$ cat src/rtl/mips_mc_control_fsm.sv
// mips_mc_control_fsm
//   Multi-cycle main controller for the 32-bit MIPS core. It sequences
//   FETCH / DECODE / EXECUTE / MEMORY / WRITEBACK, waits on variable-latency
//   memory and the mul/div unit, and drives CP0 exception entry.
//
// Ports
//   clk, rst             core clock; synchronous active-high reset
//   opcode, funct        IR[31:26], IR[5:0] (stable from DECODE onward)
//   mem_ready            memory completes the current request this cycle
//   branch_taken         branch condition from the datapath
//   overflow             ALU signed overflow (looked at in EXECUTE only)
//   muldiv_done          mul/div result valid
//   divide_zero          divide-by-zero, qualified by muldiv_done
//   ir_write .. reg_write, pc_src, reg_dst, memto_reg,
//   alu_src_a, alu_src_b, alu_control      datapath controls
//   muldiv_start/signed/div                mul/div command
//   cp0_write, exception, cause_sel        exception entry and mtc0
//   instr_retired        one-cycle pulse per completed instruction
//   state_o              current state, for debug
module mips_mc_control_fsm #(
    parameter int ALU_CTRL_W     = 5,
    parameter int MULDIV_TIMEOUT = 64,
    parameter bit EN_MULDIV      = 1'b1
) (
    input  logic                  clk,
    input  logic                  rst,
    input  logic [5:0]            opcode,
    input  logic [5:0]            funct,
    input  logic                  mem_ready,
    input  logic                  branch_taken,
    input  logic                  overflow,
    input  logic                  muldiv_done,
    input  logic                  divide_zero,
    output logic                  ir_write,
    output logic                  pc_write,
    output logic                  pc_write_cond,
    output logic                  mem_req,
    output logic                  mem_we,
    output logic                  iord,
    output logic                  reg_write,
    output logic [1:0]            pc_src,
    output logic [1:0]            reg_dst,
    output logic [1:0]            memto_reg,
    output logic                  alu_src_a,
    output logic [1:0]            alu_src_b,
    output logic [ALU_CTRL_W-1:0] alu_control,
    output logic                  muldiv_start,
    output logic                  muldiv_signed,
    output logic                  muldiv_div,
    output logic                  cp0_write,
    output logic                  exception,
    output logic [1:0]            cause_sel,
    output logic                  instr_retired,
    output logic [2:0]            state_o
);

    localparam int CNT_W = $clog2(MULDIV_TIMEOUT + 1);
    localparam logic [CNT_W-1:0] CNT_LAST = CNT_W'(MULDIV_TIMEOUT - 1);

    localparam logic [ALU_CTRL_W-1:0] ALU_AND  = ALU_CTRL_W'(5'b00000);
    localparam logic [ALU_CTRL_W-1:0] ALU_OR   = ALU_CTRL_W'(5'b00001);
    localparam logic [ALU_CTRL_W-1:0] ALU_ADD  = ALU_CTRL_W'(5'b00010);
    localparam logic [ALU_CTRL_W-1:0] ALU_ADDU = ALU_CTRL_W'(5'b00011);
    localparam logic [ALU_CTRL_W-1:0] ALU_NOR  = ALU_CTRL_W'(5'b00100);
    localparam logic [ALU_CTRL_W-1:0] ALU_SLTU = ALU_CTRL_W'(5'b00101);
    localparam logic [ALU_CTRL_W-1:0] ALU_SUB  = ALU_CTRL_W'(5'b00110);
    localparam logic [ALU_CTRL_W-1:0] ALU_SLT  = ALU_CTRL_W'(5'b00111);
    localparam logic [ALU_CTRL_W-1:0] ALU_XOR  = ALU_CTRL_W'(5'b01011);
    localparam logic [ALU_CTRL_W-1:0] ALU_SUBU = ALU_CTRL_W'(5'b01111);
    localparam logic [ALU_CTRL_W-1:0] ALU_LUI  = ALU_CTRL_W'(5'b11111);

    localparam logic [1:0] CAUSE_OVF = 2'b00;
    localparam logic [1:0] CAUSE_ILL = 2'b01;
    localparam logic [1:0] CAUSE_DZ  = 2'b10;
    localparam logic [1:0] CAUSE_TMO = 2'b11;

    typedef enum logic [2:0] {
        S_FETCH       = 3'd0,
        S_DECODE      = 3'd1,
        S_EXECUTE     = 3'd2,
        S_MEMORY      = 3'd3,
        S_WRITEBACK   = 3'd4,
        S_MULDIV_WAIT = 3'd5,
        S_EXCEPT      = 3'd6
    } state_t;

    // C_ALU_R is the all-zero encoding, so a cleared class register reads ALU-R.
    typedef enum logic [3:0] {
        C_ALU_R, C_ALU_I, C_LOAD, C_STORE, C_BRANCH, C_JUMP,
        C_JR, C_MULDIV, C_HILO, C_CP0, C_ILLEGAL
    } cls_t;

    state_t                  state_q, state_nx;
    cls_t                    cls_q, dec_cls;
    logic [ALU_CTRL_W-1:0]   alu_q, dec_alu;
    logic                    trap_q, dec_trap;   // signed op that traps on overflow
    logic [1:0]              fn_q;               // funct[1:0]: mul/div and hi/lo variant
    logic                    jal_q;
    logic                    mtc0_q;
    logic [1:0]              cause_q, cause_nx;
    logic                    cause_ld;
    logic [CNT_W-1:0]        cnt_q;

    // Instruction classification, consumed in DECODE.
    always_comb begin
        dec_cls  = C_ILLEGAL;
        dec_alu  = ALU_ADD;
        dec_trap = 1'b0;
        case (opcode)
            6'b000000: begin
                case (funct)
                    6'b100000: begin dec_cls = C_ALU_R; dec_alu = ALU_ADD; dec_trap = 1'b1; end
                    6'b100001: begin dec_cls = C_ALU_R; dec_alu = ALU_ADDU; end
                    6'b100010: begin dec_cls = C_ALU_R; dec_alu = ALU_SUB; dec_trap = 1'b1; end
                    6'b100011: begin dec_cls = C_ALU_R; dec_alu = ALU_SUBU; end
                    6'b100100: begin dec_cls = C_ALU_R; dec_alu = ALU_AND; end
                    6'b100101: begin dec_cls = C_ALU_R; dec_alu = ALU_OR; end
                    6'b100110: begin dec_cls = C_ALU_R; dec_alu = ALU_XOR; end
                    6'b100111: begin dec_cls = C_ALU_R; dec_alu = ALU_NOR; end
                    6'b101010: begin dec_cls = C_ALU_R; dec_alu = ALU_SLT; end
                    6'b101011: begin dec_cls = C_ALU_R; dec_alu = ALU_SLTU; end
                    6'b001000: dec_cls = C_JR;
                    6'b011000, 6'b011001, 6'b011010, 6'b011011:
                        if (EN_MULDIV) dec_cls = C_MULDIV;
                    6'b010000, 6'b010001, 6'b010010, 6'b010011:
                        if (EN_MULDIV) dec_cls = C_HILO;
                    default: ;
                endcase
            end
            6'b001000: begin dec_cls = C_ALU_I; dec_alu = ALU_ADD; dec_trap = 1'b1; end
            6'b001001: begin dec_cls = C_ALU_I; dec_alu = ALU_ADDU; end
            6'b001010: begin dec_cls = C_ALU_I; dec_alu = ALU_SLT; end
            6'b001011: begin dec_cls = C_ALU_I; dec_alu = ALU_SLTU; end
            6'b001100: begin dec_cls = C_ALU_I; dec_alu = ALU_AND; end
            6'b001101: begin dec_cls = C_ALU_I; dec_alu = ALU_OR; end
            6'b001110: begin dec_cls = C_ALU_I; dec_alu = ALU_XOR; end
            6'b001111: begin dec_cls = C_ALU_I; dec_alu = ALU_LUI; end
            6'b000010, 6'b000011: dec_cls = C_JUMP;
            6'b000100, 6'b000101, 6'b000110, 6'b000111: dec_cls = C_BRANCH;
            6'b100000, 6'b100001, 6'b100011, 6'b100100, 6'b100101: dec_cls = C_LOAD;
            6'b101000, 6'b101001, 6'b101011: dec_cls = C_STORE;
            6'b010000: dec_cls = C_CP0;
            default: ;
        endcase
    end

    // State, class, cause and wait-counter registers.
    always_ff @(posedge clk) begin
        if (rst) begin
            state_q <= S_FETCH;
            cls_q   <= C_ALU_R;
            alu_q   <= '0;
            trap_q  <= 1'b0;
            fn_q    <= 2'b00;
            jal_q   <= 1'b0;
            mtc0_q  <= 1'b0;
            cause_q <= 2'b00;
            cnt_q   <= '0;
        end else begin
            state_q <= state_nx;
            if (state_q == S_DECODE) begin
                cls_q  <= dec_cls;
                alu_q  <= dec_alu;
                trap_q <= dec_trap;
                fn_q   <= funct[1:0];
                jal_q  <= opcode[0];
                mtc0_q <= (funct != 6'd0);
            end
            if (cause_ld) cause_q <= cause_nx;
            // Zero outside the wait state so every entry starts at 0; saturates.
            if (state_q != S_MULDIV_WAIT) cnt_q <= '0;
            else if (cnt_q != CNT_LAST)   cnt_q <= cnt_q + 1'b1;
        end
    end

    // Next-state logic.
    always_comb begin
        state_nx = state_q;
        cause_ld = 1'b0;
        cause_nx = cause_q;
        case (state_q)
            S_FETCH: if (mem_ready) state_nx = S_DECODE;
            S_DECODE: begin
                if (dec_cls == C_ILLEGAL) begin
                    state_nx = S_EXCEPT;
                    cause_ld = 1'b1;
                    cause_nx = CAUSE_ILL;
                end else begin
                    state_nx = S_EXECUTE;
                end
            end
            S_EXECUTE: begin
                case (cls_q)
                    C_ALU_R, C_ALU_I: begin
                        if (trap_q && overflow) begin
                            state_nx = S_EXCEPT;
                            cause_ld = 1'b1;
                            cause_nx = CAUSE_OVF;
                        end else begin
                            state_nx = S_WRITEBACK;
                        end
                    end
                    C_LOAD, C_STORE: state_nx = S_MEMORY;
                    C_MULDIV:        state_nx = S_MULDIV_WAIT;
                    C_HILO:          state_nx = fn_q[0] ? S_FETCH : S_WRITEBACK;
                    C_CP0:           state_nx = mtc0_q ? S_FETCH : S_WRITEBACK;
                    default:         state_nx = S_FETCH;
                endcase
            end
            S_MEMORY: if (mem_ready) state_nx = (cls_q == C_STORE) ? S_FETCH : S_WRITEBACK;
            S_WRITEBACK: state_nx = S_FETCH;
            S_MULDIV_WAIT: begin
                // A completion in the same cycle as the timeout wins.
                if (muldiv_done) begin
                    if (divide_zero) begin
                        state_nx = S_EXCEPT;
                        cause_ld = 1'b1;
                        cause_nx = CAUSE_DZ;
                    end else begin
                        state_nx = S_FETCH;
                    end
                end else if (cnt_q == CNT_LAST) begin
                    state_nx = S_EXCEPT;
                    cause_ld = 1'b1;
                    cause_nx = CAUSE_TMO;
                end
            end
            S_EXCEPT: state_nx = S_FETCH;
            default:  state_nx = S_FETCH;
        endcase
    end

    // Output decode. Everything is held at zero while rst is high so an
    // in-flight memory request is dropped in the reset cycle itself.
    always_comb begin
        ir_write      = 1'b0;
        pc_write      = 1'b0;
        pc_write_cond = 1'b0;
        mem_req       = 1'b0;
        mem_we        = 1'b0;
        iord          = 1'b0;
        reg_write     = 1'b0;
        pc_src        = 2'b00;
        reg_dst       = 2'b00;
        memto_reg     = 2'b00;
        alu_src_a     = 1'b0;
        alu_src_b     = 2'b00;
        alu_control   = '0;
        muldiv_start  = 1'b0;
        muldiv_signed = 1'b0;
        muldiv_div    = 1'b0;
        cp0_write     = 1'b0;
        exception     = 1'b0;
        cause_sel     = 2'b00;
        instr_retired = 1'b0;
        state_o       = 3'd0;
        if (!rst) begin
            state_o = state_q;
            case (state_q)
                S_FETCH: begin
                    mem_req     = 1'b1;
                    alu_src_b   = 2'b01;
                    alu_control = ALU_ADD;
                    ir_write    = mem_ready;
                    pc_write    = mem_ready;
                end
                S_DECODE: begin
                    alu_src_b   = 2'b11;
                    alu_control = ALU_ADD;
                end
                S_EXECUTE: begin
                    alu_src_a = 1'b1;
                    case (cls_q)
                        C_ALU_R: alu_control = alu_q;
                        C_ALU_I: begin
                            alu_src_b   = 2'b10;
                            alu_control = alu_q;
                        end
                        C_LOAD, C_STORE: begin
                            alu_src_b   = 2'b10;
                            alu_control = ALU_ADD;
                        end
                        C_BRANCH: begin
                            // pc_write mirrors the taken condition so a datapath
                            // using pc_write | (pc_write_cond & cond) sees one answer.
                            alu_control   = ALU_SUB;
                            pc_write_cond = 1'b1;
                            pc_write      = branch_taken;
                            pc_src        = 2'b01;
                            instr_retired = 1'b1;
                        end
                        C_JUMP: begin
                            pc_write      = 1'b1;
                            pc_src        = 2'b10;
                            reg_write     = jal_q;
                            reg_dst       = jal_q ? 2'b10 : 2'b00;
                            instr_retired = 1'b1;
                        end
                        C_JR: begin
                            // rs | rt, with rt = $0 for jr, passes rs through.
                            alu_control   = ALU_OR;
                            pc_write      = 1'b1;
                            instr_retired = 1'b1;
                        end
                        C_MULDIV: begin
                            muldiv_start  = 1'b1;
                            muldiv_signed = ~fn_q[0];
                            muldiv_div    = fn_q[1];
                        end
                        C_HILO: instr_retired = fn_q[0];
                        C_CP0: begin
                            cp0_write     = mtc0_q;
                            instr_retired = mtc0_q;
                        end
                        default: ;
                    endcase
                end
                S_MEMORY: begin
                    mem_req       = 1'b1;
                    iord          = 1'b1;
                    mem_we        = (cls_q == C_STORE);
                    instr_retired = mem_ready && (cls_q == C_STORE);
                end
                S_WRITEBACK: begin
                    reg_write     = 1'b1;
                    instr_retired = 1'b1;
                    case (cls_q)
                        C_ALU_R: reg_dst = 2'b01;
                        C_LOAD:  memto_reg = 2'b01;
                        C_HILO: begin
                            reg_dst   = 2'b01;
                            memto_reg = {1'b1, fn_q[1]};
                        end
                        default: ;
                    endcase
                end
                S_MULDIV_WAIT: instr_retired = muldiv_done && !divide_zero;
                S_EXCEPT: begin
                    exception = 1'b1;
                    cp0_write = 1'b1;
                    pc_write  = 1'b1;
                    pc_src    = 2'b11;
                    cause_sel = cause_q;
                end
                default: ;
            endcase
        end
    end

endmodule

$ cat config.mk
export PLATFORM = sky130hd
export DESIGN_NAME = mips_mc_control_fsm
export DESIGN_NICKNAME = d
export VERILOG_FILES = /design/src/rtl/mips_mc_control_fsm.sv
export SDC_FILE = /design/constraint.sdc
export NUM_CORES = 1
export LEC_CHECK = 0
export CAP_MARGIN = 20
export CORE_MARGIN = 4
export CORE_UTILIZATION = 41
export CTS_CLUSTER_DIAMETER = 150
export CTS_CLUSTER_SIZE = 10
export DETAILED_ROUTE_END_ITERATION = 16
export GPL_TIMING_DRIVEN = 0
export PLACE_DENSITY = 0.79
export SLEW_MARGIN = 20
export SYNTH_ARGS = -nofsm -noshare
export SYNTH_HDL_FRONTEND = slang
export SYNTH_SLANG_ARGS = --single-unit
$ cat constraint.sdc
create_clock -name clk -period 2.15 [get_ports clk]
set_input_delay 0.43 -clock clk [delete_from_list [all_inputs] [get_ports clk]]
set_output_delay 0.43 -clock clk [all_outputs]
set_load 0.05 [all_outputs]
# [After elaboration in Yosys (flattened, before gate mapping)]
# Index checks and enable logic that the tools add are counted.
[op_classes] add_sub_neg=1 n_eq_ne=68 n_mux=88 n_bitwise=1 n_reduce_logical=29
[op_table] operator="6-bit == test (second input constant)" count=18
[op_table] operator="6-bit by 4-bit == test with 1-bit output (second input constant)" count=9
[op_table] operator="6-bit by 5-bit == test with 1-bit output (second input constant)" count=9
[op_table] operator="5-bit one-hot mux with 8 select lines" count=1
[op_table] operator="1-bit two-way mux" count=38
[op_table] operator="4-bit one-hot mux with 9 select lines" count=1
[op_table] operator="2-bit two-way mux" count=17
[op_table] operator="3-bit two-way mux" count=10
[op_table] operator="3-bit one-hot mux with 5 select lines" count=2
[op_table] operator="4-bit one-hot mux with 7 select lines" count=1
[op_table] operator="6-bit by 3-bit == test with 1-bit output (second input constant)" count=4
[op_table] operator="5-bit one-hot mux with 4 select lines" count=1
[op_table] operator="2-bit OR reduction" count=9
[op_table] operator="4-bit by 3-bit == test with 1-bit output (second input constant)" count=4
[op_table] operator="2-bit one-hot mux with 2 select lines" count=4
[op_table] operator="4-bit one-hot mux with 4 select lines" count=1
[op_table] operator="4-bit == test (second input constant)" count=3
[op_table] operator="6-bit by 2-bit == test with 1-bit output (second input constant)" count=2
[op_table] operator="2-bit one-hot mux with 3 select lines" count=2
[op_table] operator="4-bit OR reduction" count=3
[op_table] operator="5-bit one-hot mux with 2 select lines" count=1
[op_table] operator="10-bit OR reduction" count=1
[op_table] operator="3-bit == test (second input constant)" count=3
[op_table] operator="3-bit inequality test (second input constant)" count=3
[op_table] operator="26 further kinds" count=40
[totals] register_bits=26 in_bits=19 output_inout_bits=32 wordCells=196

# [Depth between registers and ports, before layout]
[logic_depth] ltp_word=8 ltp_mapped=7 depth_no_buf=7

# [Worst setup path after synthesis]
# OpenSTA, ideal clock, no wires.
[synth_path] path_type="reg2out" startpoint="register state_q[2]" endpoint="output port memto_reg[1]" t_arrival_ps=2620 required_time_ps=1720 path_slack_ps=-900 stages_incl_launch_ff=5 path_buffers=1 path_cell_list="dfxtp_1 clkbuf_1 nand2_1 or4_1 nor4_1"
[synth_via] elab_chain_len=3
[synth_lines] item="from (decl)" line="93" text="state_t state_q, state_nx;"
[synth_lines] item="from (signal assigned)" line="160" text="state_q <= state_nx;"
[synth_lines] item="3-bit == test" line="259" text="case (state_q)"
[synth_lines] item="2-bit two-way mux" line="259"
[synth_lines] item="2-bit two-way mux" line="257" text="if (!rst) begin"
[synth_lines] item="to (decl)" line="43" text="output logic [1:0] memto_reg,"
# No other way between the ends.

# [Worst setup path after layout]
[layout_path] startpoint="register state_q[2]" endpoint="output port reg_dst[0]"
[layout_via] elab_chain_len=3 elab_cells_between_ends=4 classes_between="2 x eq/ne; 2 x mux"
[layout_lines] item="3-bit == test / 3-bit by 2-bit == test with 1-bit output (equally long branches)" line="259"
[layout_lines] item="2-bit one-hot mux with 2 select lines (*)" line="259"
[layout_lines] item="2-bit two-way mux (*)" line="257"
[layout_lines] item="to (decl)" line="42" text="output logic [1:0] reg_dst,"
# Every way passes the cells marked *; elsewhere a longest branch is shown, timed or not.

==> impl_metrics.env <==
export IMPL_start_util_pct=42.6
export IMPL_grt_overflow=0
export IMPL_clk_transition_reported_paths_ns=0.09
export IMPL_power_w=0.00303
export IMPL_ys_seq_elements=26
export IMPL_end_kind="output pin"
export IMPL_cts_root_buf="clkbuf_8"
export IMPL_finalHoldViolations=0
export IMPL_power_frac_clock_pct=10.3
export IMPL_final_cell_mix="nor2_1, buf_4, nand2_1, dfxtp_1, a21oi_1"
export IMPL_hold_slack_ns=0.487
export IMPL_diodes=0
export IMPL_yosysSeqAreaShare_pct=25.9
export IMPL_finish_utilization_pct=65.2
export IMPL_vias=2574
export IMPL_maxCapViolCount=0
export IMPL_rsz0062_at_grt="true"
export IMPL_synth_top_family_by_area="simple AND/OR/NAND/NOR gates"
export IMPL_die_area_mm2=0.00609
export IMPL_period_needed_ns=2.23
export IMPL_dp_cells=403
export IMPL_p_leak_nw=1.28
export IMPL_switching_share_pct=50.0
export IMPL_hp_class="register to register"
export IMPL_synth_xor_area_share_pct=1.74
export IMPL_power_frac_seq_pct=23.8
export IMPL_drive_gt1_share_pct=36.0
export IMPL_synthSimpleGateAreaFrac_pct=36.9
export IMPL_clk_latency_ns=0.27
export IMPL_synth_mux_area_share_pct=2.05
export IMPL_cts_num_sinks=26
export IMPL_startpoint_type="register"
export IMPL_power_per_cell_area_mw_per_mm2=985
export IMPL_synth_fa_ha_area_share_pct=1.24
export IMPL_rows=25
export IMPL_num_io_pins=51
export IMPL_die_h_um=78.0
export IMPL_antenna_found_initial=0
export IMPL_groute_usage_overall_pct=21.6
export IMPL_synth_warnings=0
export IMPL_viasPerCell=6.01
export IMPL_grt_pass1_vias=2298
export IMPL_synth_async_reset_ratio_pct=0
export IMPL_ys_types=56
export IMPL_grt_first_pass_wirelength_mm=10.9
export IMPL_arrival_ns=1.80
export IMPL_cts_buffer_depth=2
export IMPL_place_gp_congestion=0.903
export IMPL_port_buffer_count=46
export IMPL_ir_drop_v=0.000430
export IMPL_layout_commonest_cell="nor2_1"
export IMPL_internal_power_w=0.00152
export IMPL_synthCells=290
export IMPL_p_comb_share_pct=65.8
export IMPL_syn_nets=311
export IMPL_layout_cells_non_filler=428
export IMPL_synthesis_area_mm2=0.00201
export IMPL_tightest_slew_ns=0.488
export IMPL_synth_compound_area_share_pct=25.0
export IMPL_required_ns=1.72
export IMPL_grt_max_degree=15
export IMPL_crit_type="register to output pin"
export IMPL_finalCritPeriodShare_pct=104
export IMPL_status="finished with violations"
export IMPL_path_max_fanout=5
export IMPL_dieWidth_um=78.0
export IMPL_skew_ns=0.00268
export IMPL_areaGrowthSynthToFinish_pct=53.1
export IMPL_max_clock_freq_ghz=0.448
export IMPL_setup_viol=7
export IMPL_synth_edf_count=0
export IMPL_relSlewSlack_pct=67.6
export IMPL_drc_errors=0
export IMPL_dp_hpwl_mm=4.70
export IMPL_final_nets=383
export IMPL_cts_tree="yes"
export IMPL_power_switching_w=0.00151
export IMPL_ys_flop_type="dfxtp_1"
export IMPL_fin_tns_setup_ns=-0.310
export IMPL_coreArea_mm2=0.00472
export IMPL_ant_nets=0
export IMPL_avgSynthCellArea_um2=6.93
export IMPL_fin_ws_ns=-0.0816
export IMPL_n_fill_cell=385
export IMPL_wirelength_mm=7.23
export IMPL_violations="negative setup slack"
export IMPL_wl_per_cell_um=16.9
export IMPL_htree_num_levels=1
export IMPL_drt_iter0_markers=276
export IMPL_cts_hold_buf=0
export IMPL_cts_buffers=3
export IMPL_drv_slew=0
export IMPL_dr_pass1_iters=5
power by group through the flow:
stage	Sequential [W]	Combinational [W]	Clock, W
2_1_floorplan	0.000639	0.00112	0
3_3_place_gp	0.000660	0.00150	0
3_5_place_dp	0.000665	0.00151	0
4_1_cts	0.000692	0.00171	0.000319
5_1_grt	0.000729	0.00212	0.000332
6_report	0.000722	0.00200	0.000313
worst max-delay path, stage by stage, from the launching register on:
cell and delay, ns:
dfxtp_2 0.38, buf_8 0.13, nand2_4 0.05, or4_4 0.58, nor3_4 0.20, buf_6 0.18
layout make-up:
| type | instances | area [µm²] | share of cell area, % |
|---|---|---|---|
| tap | 67 | 83.8 | 2.72 |
| timing repair buffer | 68 | 586 | 19.0 |
| sequential | 26 | 537 | 17.4 |
| inverter | 14 | 56.3 | 1.83 |
| buffer | 20 | 155 | 5.04 |
| clock buffer | 4 | 55.1 | 1.79 |
| multi-input combinational | 229 | 1610 | 52.2 |
stage by stage:
stage | setup WS, ns | area [µm²]
3_3_place_gp | -1.07 | 2660
3_5_place_dp | -1.07 | 2660
5_1_grt | -0.106 | 3080
6_report | -0.0816 | 3080
4_1_cts | -0.0670 | 2900
2_1_floorplan | -0.260 | 2120
flip-flops by register name, indices dropped and copies added (netlist names):
signal	flops
fn_q	2
cls_q	4
state_q	3
cnt_q	7
trap_q	1
alu_q	5
cause_q	2
mtc0_q	1
jal_q	1
synthesized netlist by cell type (6+ instances only):
cell	number	area share (%)
nor3_1	19	4.7
inv_1	13	2.4
o21ai_0	11	2.7
and3_1	8	2.5
dfxtp_1	26	26
a211oi_1	8	3.0
a31oi_1	6	1.9
nand2b_1	6	1.9
a21oi_1	16	4.0
nand2_1	31	5.8
nor2_1	42	7.8
nor2b_1	6	1.9
clkbuf_1	15	2.8
cells by family (layout without fill, tap and decap cells):
| family | Yosys count | after routing |
|---|---|---|
| muxes | 4 | 4 |
| DFF | 26 | 26 |
| xor gates and xnor gates | 4 | 4 |
| buffers and inverters | 35 | 106 |
| AOI/OAI and AO/OA | 73 | 73 |
| adders and majority gates | 2 | 2 |
| and+or+nand+nor | 146 | 146 |
path summary, 6_finish.rpt:
check | depth (start not counted) | slack, ns | start | endpoint
worst max-delay path | 5 | -0.08 | state_q[2]$_SDFFE_PP0P_ | reg_dst[0]
worst min-delay path | 2 | 0.49 | fn_q[1]$_SDFFE_PP0P_ | fn_q[1]$_SDFFE_PP0P_
worst max register to register | 6 | 0.26 | state_q[2]$_SDFFE_PP0P_ | state_q[2]$_SDFFE_PP0P_
worst min register to register | 2 | 0.49 | fn_q[1]$_SDFFE_PP0P_ | fn_q[1]$_SDFFE_PP0P_
repair_timing:
| item | in CTS | in global routing |
|---|---|---|
| endpoints found under the setup margin | 33 | 28 |
| gates cloned | 0 | 0 |
| endpoints found under the hold margin | 0 | 0 |
| setup buffers | 10 | 12 |
| pin swaps | 5 | 10 |
| resized for setup | 196 | 51 |
metal layers:
| metal | share of wire, % | track usage [%] | vias up |
|---|---|---|---|
| met5 | 0 | 0 | - |
| met4 | 3.0 | 6.29 | 0 |
| met3 | 7.4 | 2.06 | 27 |
| met2 | 48 | 37.8 | 145 |
| met1 | 41 | 28.1 | 1203 |
| li1 | - | - | 1199 |
No activity file was read; power rests on OpenSTA's default activity.
